===== src/rtl/axi_stream_strip_header.sv =====
`default_nettype none
// ============================================================================
// Module   : axi_stream_strip_header
// Function : Drops N leading header bytes per AXI-Stream packet and re-packs
//            the payload onto full MSB-aligned beats. Define
//            AXIS_STRIP_HDR_CAPTURE_EN to expose the stripped header bytes.
// Revision : 1.0  initial release
// ============================================================================
module axi_stream_strip_header #(
    parameter int DATA_WD      = 32,
    parameter int DATA_BYTE_WD = DATA_WD / 8,
    parameter int BYTE_CNT_WD  = $clog2(DATA_BYTE_WD)
) (
    input  logic                    clk,
    input  logic                    rst,
    input  logic                    valid_in,
    input  logic [DATA_WD-1:0]      data_in,
    input  logic [DATA_BYTE_WD-1:0] keep_in,
    input  logic                    last_in,
    output logic                    ready_in,
    output logic                    valid_out,
    output logic [DATA_WD-1:0]      data_out,
    output logic [DATA_BYTE_WD-1:0] keep_out,
    output logic                    last_out,
    input  logic                    ready_out,
    input  logic                    valid_strip,
    input  logic [BYTE_CNT_WD-1:0]  byte_strip_cnt,
    output logic                    ready_strip
`ifdef AXIS_STRIP_HDR_CAPTURE_EN
    ,
    output logic                    hdr_valid,
    output logic [DATA_WD-1:0]      hdr_data,
    output logic [DATA_BYTE_WD-1:0] hdr_keep
`endif
);

    localparam int C_CNT_WD = $clog2(DATA_BYTE_WD + 1);

    typedef enum logic [1:0] {
        S_IDLE   = 2'd0,
        S_FIRST  = 2'd1,
        S_STREAM = 2'd2,
        S_FLUSH  = 2'd3
    } state_t;

    function automatic logic [DATA_BYTE_WD-1:0] keep_of(input logic [C_CNT_WD-1:0] cnt);
        return ~({DATA_BYTE_WD{1'b1}} >> cnt);
    endfunction

    function automatic logic [C_CNT_WD-1:0] ones_of(input logic [DATA_BYTE_WD-1:0] v);
        logic [C_CNT_WD-1:0] c;
        c = '0;
        for (int i = 0; i < DATA_BYTE_WD; i++) c = c + {{(C_CNT_WD-1){1'b0}}, v[i]};
        return c;
    endfunction

    function automatic logic [DATA_WD-1:0] bit_mask_of(input logic [DATA_BYTE_WD-1:0] k);
        logic [DATA_WD-1:0] m;
        for (int i = 0; i < DATA_BYTE_WD; i++) m[i*8 +: 8] = {8{k[i]}};
        return m;
    endfunction

    state_t                   state_q, state_d;
    logic [BYTE_CNT_WD-1:0]   n_q, n_d;
    logic [DATA_WD-1:0]       hold_data_q, hold_data_d;
    logic [C_CNT_WD-1:0]      hold_cnt_q, hold_cnt_d;
    logic                     valid_out_q, valid_out_d;
    logic [DATA_WD-1:0]       data_out_q, data_out_d;
    logic [DATA_BYTE_WD-1:0]  keep_out_q, keep_out_d;
    logic                     last_out_q, last_out_d;
    logic                     ready_strip_q, ready_strip_d;

    logic                     w_out_free;
    logic                     w_in_hs;
    logic [C_CNT_WD-1:0]      w_k;
    logic [C_CNT_WD-1:0]      w_n;
    logic [C_CNT_WD-1:0]      w_rem;
    logic                     w_k_gt_n;
    logic [DATA_WD-1:0]       w_din_m;
    logic [DATA_WD-1:0]       w_tail;
    logic [DATA_WD-1:0]       w_joined;

    // Input bytes outside keep are masked so every output byte beyond keep_out is zero.
    assign w_out_free = !valid_out_q || ready_out;
    assign w_in_hs    = valid_in && ready_in;
    assign w_k        = ones_of(keep_in);
    assign w_n        = C_CNT_WD'(n_q);
    assign w_rem      = C_CNT_WD'(DATA_BYTE_WD) - w_n;
    assign w_k_gt_n   = w_k > w_n;
    assign w_din_m    = data_in & bit_mask_of(keep_in);
    assign w_tail     = w_din_m << {n_q, 3'b000};
    assign w_joined   = hold_data_q | (w_din_m >> {w_rem, 3'b000});

    always_comb begin
        state_d     = state_q;
        n_d         = n_q;
        hold_data_d = hold_data_q;
        hold_cnt_d  = hold_cnt_q;
        valid_out_d = valid_out_q && !ready_out;
        data_out_d  = data_out_q;
        keep_out_d  = keep_out_q;
        last_out_d  = last_out_q;
        ready_in    = 1'b0;

        case (state_q)
            S_IDLE: begin
                if (valid_strip && ready_strip_q) begin
                    n_d     = byte_strip_cnt;
                    state_d = S_FIRST;
                end
            end
            S_FIRST: begin
                ready_in = w_out_free;
                if (w_in_hs) begin
                    hold_data_d = w_tail;
                    hold_cnt_d  = w_k_gt_n ? (w_k - w_n) : '0;
                    if (!last_in)      state_d = S_STREAM;
                    else if (w_k_gt_n) state_d = S_FLUSH;
                    else               state_d = S_IDLE;
                end
            end
            S_STREAM: begin
                ready_in = w_out_free;
                if (w_in_hs) begin
                    valid_out_d = 1'b1;
                    data_out_d  = w_joined;
                    keep_out_d  = {DATA_BYTE_WD{1'b1}};
                    last_out_d  = 1'b0;
                    hold_data_d = w_tail;
                    hold_cnt_d  = w_k_gt_n ? (w_k - w_n) : '0;
                    if (last_in && w_k_gt_n) begin
                        state_d = S_FLUSH;
                    end else if (last_in) begin
                        keep_out_d = keep_of(w_rem + w_k);
                        last_out_d = 1'b1;
                        state_d    = S_IDLE;
                    end
                end
            end
            S_FLUSH: begin
                if (w_out_free) begin
                    valid_out_d = 1'b1;
                    data_out_d  = hold_data_q;
                    keep_out_d  = keep_of(hold_cnt_q);
                    last_out_d  = 1'b1;
                    hold_data_d = '0;
                    hold_cnt_d  = '0;
                    state_d     = S_IDLE;
                end
            end
            default: state_d = S_IDLE;
        endcase

        ready_strip_d = (state_d == S_IDLE);
    end

    always_ff @(posedge clk) begin
        if (rst) begin
            state_q       <= S_IDLE;
            n_q           <= '0;
            hold_data_q   <= '0;
            hold_cnt_q    <= '0;
            valid_out_q   <= 1'b0;
            data_out_q    <= '0;
            keep_out_q    <= '0;
            last_out_q    <= 1'b0;
            ready_strip_q <= 1'b0;
        end else begin
            state_q       <= state_d;
            n_q           <= n_d;
            hold_data_q   <= hold_data_d;
            hold_cnt_q    <= hold_cnt_d;
            valid_out_q   <= valid_out_d;
            data_out_q    <= data_out_d;
            keep_out_q    <= keep_out_d;
            last_out_q    <= last_out_d;
            ready_strip_q <= ready_strip_d;
        end
    end

    assign valid_out   = valid_out_q;
    assign data_out    = data_out_q;
    assign keep_out    = keep_out_q;
    assign last_out    = last_out_q;
    assign ready_strip = ready_strip_q;

`ifdef AXIS_STRIP_HDR_CAPTURE_EN
    logic                    hdr_valid_q, hdr_valid_d;
    logic [DATA_WD-1:0]      hdr_data_q, hdr_data_d;
    logic [DATA_BYTE_WD-1:0] hdr_keep_q, hdr_keep_d;

    always_comb begin
        hdr_valid_d = 1'b0;
        hdr_data_d  = hdr_data_q;
        hdr_keep_d  = hdr_keep_q;
        if (state_q == S_FIRST && w_in_hs) begin
            hdr_valid_d = (n_q != '0);
            hdr_data_d  = data_in & ~({DATA_WD{1'b1}} >> {n_q, 3'b000});
            hdr_keep_d  = keep_of(w_n);
        end
    end

    always_ff @(posedge clk) begin
        if (rst) begin
            hdr_valid_q <= 1'b0;
            hdr_data_q  <= '0;
            hdr_keep_q  <= '0;
        end else begin
            hdr_valid_q <= hdr_valid_d;
            hdr_data_q  <= hdr_data_d;
            hdr_keep_q  <= hdr_keep_d;
        end
    end

    assign hdr_valid = hdr_valid_q;
    assign hdr_data  = hdr_data_q;
    assign hdr_keep  = hdr_keep_q;
`endif

endmodule
`default_nettype wire

===== config.mk =====
export PLATFORM = sky130hd
export DESIGN_NAME = axi_stream_strip_header
export DESIGN_NICKNAME = d
export VERILOG_FILES = /design/src/rtl/axi_stream_strip_header.sv
export SDC_FILE = /design/constraint.sdc
export NUM_CORES = 1
export LEC_CHECK = 0
export CORE_ASPECT_RATIO = 1.5
export CORE_UTILIZATION = 42
export CTS_BUF_LIST = sky130_fd_sc_hd__clkbuf_16
export DETAILED_ROUTE_END_ITERATION = 8
export PLACE_DENSITY_LB_ADDON = 0.15
export SETUP_SLACK_MARGIN = 0.05
export SLEW_MARGIN = 20
export SYNTH_ARGS = -nofsm -noshare
export SYNTH_HDL_FRONTEND = slang
export SYNTH_SLANG_ARGS = --single-unit
export TNS_END_PERCENT = 30

===== constraint.sdc =====
create_clock -name clk -period 4.5 [get_ports clk]
set_input_delay 1.125 -clock clk [delete_from_list [all_inputs] [get_ports clk]]
set_output_delay 1.125 -clock clk [all_outputs]
set_load 0.02 [all_outputs]

==> reports/qor.csv <==
metric,value,unit
cell taking the most area after synthesis,dfxtp_1,
floorplan row count,44,
Max VDD drop,0.2342,mV
Leak,1.932,nW
gr ovfl total,0,
Setup Buffers After CTS,0,
"most common cell after layout, fill and taps aside",clkdlybuf4s50_1,
final setup TNS,0,ns
Hold Crit Depth,2,
initial drt markers,211,
CTS tree,built,
sequential share of the synthesized area,0.3777,
type of origin of the critical path,primary input,
Setup-failing EPs final,0,
top post-synthesis cells by area,"dfxtp_1 38%, a21oi_1 7.1%, nand2_1 5.9%, nor2_1 5.9%, nor3_1 4.5%",
vias in the first global route,4119,
max-cap viol count,0,
Hold/Removal Path Class,reg2reg,
Finished Layout Cells,734,
most frequent cells in the layout,"82 x clkdlybuf4s50_1, 78 x dfxtp_1, 65 x nand2_1",
Port-buffer cells,83,
design area,0.005333,mm^2
most frequent CP cell,inv_1,
clk slew on worst S/H paths,0.05,ns
hold_ws,0.4516,ns
routed wire length,12890,um
vias per cell,5.875,
TritonRoute pass-1 iters,5,
Util after Layout,0.5535,
initial antenna violation count,0,
logic gate share of total power,0.195,
Worst-Margin Slew,0.9203,ns
first-pass GRT wire length,20710,um
Mapped Cells,548,
relative slew slack,0.3865,
Main synth FF type,dfxtp_1,
critical path's largest stage delay,0.53,ns
CP Max Fanout,4,
Pins Over Slew Limit,0,
Fmax,246.0,MHz
CP bufs+invs,4,
routability congestion estimate,0.8957,
die height,123.5,um
cts hold-fix bufs,0,
clock buffer depth,2,
RSZ-0062 raised after global routing,false,
Antenna Violating Nets Remaining,0,
Internal,0.001273,W
ANT cells,0,
via count,4312,
NumNets Final,672,
placed instance count,718,
clk root buf,clkbuf_16,
detailed placer's ending HPWL,9246,um
cell chain of the critical path,clkdlybuf4s50_1 > inv_1 > fa_1 > inv_1 > ha_1 > ha_1 > inv_1 > fa_1 > xnor2_1 > nor3b_1 > a2111oi_2 > a311oi_1,
Syn Nets,606,
"Req. time, crit path",4.70,ns
Synth Cell Area,0.004134,mm^2
CP arrival,4.26,ns
CP max stage cell,clkdlybuf4s50_1,
Post-CTS Resized,0,
Worst Reg-to-Reg Cells,9,
largest net degree at the start of global routing,48,
Tcrit/Tclk final,0.9033,
fraction of synthesis flops using an asynchronous set or reset pin,0,
switching part of the total,0.2856,
critical path's top delay family,adder cells,
I/O Pins,84,
Initial Util,0.4291,
clock sink total,78,
layout cell share with drive strength beyond 1,0.05493,
detailed-route DRC error count,0,
CTS Buf Count,9,
critical path class,in2reg,
Final Skew,0.005139,ns
average wire per standard cell,17.56,um
GRT Total Usage,0.2575,
Flop pwr share,0.410,
"Avg Cell Area, Syn",7.544,um^2
Post-synth EDFFs,0,
die area,0.01025,mm^2
min Tclk post-route,4.065,ns
Psw,0.0005090,W
Ys Warns,0,
Power Density,334.1,mW/mm^2
Worst path depth,12,
Final Hold Viols,0,
H-Tree Depth,3,
clock power share,0.394,
status,completed,
crit end category,register,
Core Box Area,0.009634,mm^2
Area Overhead vs Synth,29.00,%
Yosys reg bits,78,
share of the synthesized area in the top cell type,0.3777,
fill count,905,
placed inst area,0.005047,mm^2
die width,83.01,um
Clock Latency Late Sink,0.34,ns
post-synthesis cell type count,46,
==> through the flow <==
step	worst slack, ns	total power, W
floorplan	0.5756	0.0009626
global placement	0.1213	0.001084
detailed placement	0.1062	0.001088
CTS	0.4425	0.001784
global route	0.2487	0.001857
finish	0.4353	0.001782
==> area by class of cell <==
class                      count  area [um^2]  area share
timing repair buffer          97        930.9      0.1746
multi-input combinational    412         2354      0.4413
tap                          115        143.9     0.02698
clock buffer                   9        225.2     0.04223
clock inverter                 7        57.56     0.01079
inverter                      16        60.06     0.01126
sequential                    78         1562      0.2928
==> synthesized netlist by cell type (8+ instances only) <==
cell,number
dfxtp_1,78
nand2_1,65
nor2_1,65
a21oi_1,59
nor3_1,37
nand3_1,36
clkbuf_1,32
o21ai_0,18
o22ai_1,18
inv_1,16
a211oi_1,12
ha_1,10
a221oi_1,9
and3_1,8
and3b_1,8
buf_2,8
==> path summary, 6_finish.rpt <==
check	startpoint	end	slack, ns
worst max register to register	n_q[0]	keep_out[3]	1.42
worst min register to register	hold_data_q[2]	hold_data_q[2]	0.45
worst max-delay path	keep_in[1]	keep_out[3]	0.44
worst min-delay path	hold_data_q[2]	hold_data_q[2]	0.45
==> worst min-delay path, cell delays in order, from the launching register on <==
cell	delay, ns
dfxtp_1	0.31
nand2_1	0.05
a21oi_1	0.05
==> state kept, by name, summed over array words and instances, names as in the netlist <==
name and flops:
hold_cnt_q 3, last_out 1, ready_strip 1, data_out 32, hold_data_q 32, n_q 2, valid_out 1, keep_out 4
state_q 2
==> routing by layer <==
layer / GRT usage / share of wire
met5: 0 / 0
met4: 0.1207 / 0.024
met3: 0.03538 / 0.062
met2: 0.4426 / 0.49
met1: 0.3197 / 0.43
==> power groups by stage <==
stage / clock network, W / logic [W] / registers, W
floorplan: 0 / 0.000217 / 0.000746
global placement: 0 / 0.000338 / 0.000745
detailed placement: 0 / 0.000342 / 0.000746
CTS: 0.000709 / 0.000344 / 0.000731
global route: 0.000739 / 0.000383 / 0.000735
finish: 0.000702 / 0.000348 / 0.000731
==> cell families (layout without fill, tap and decap cells) <==
logic type               count (synthesis)  after routing  synth area share
AND/OR/NAND/NOR                        248            248            0.2851
AO/OA/AOI/OAI                          145            145            0.2191
buffers and inverters                   58            129           0.05690
multiplexers                             3              3          0.007264
XOR/XNOR                                 2              2          0.004238
flip-flops                              78             78            0.3777
adder cells (fa/ha/maj)                 14             14           0.04964
Note: power is estimated with default switching activity, not from simulation.
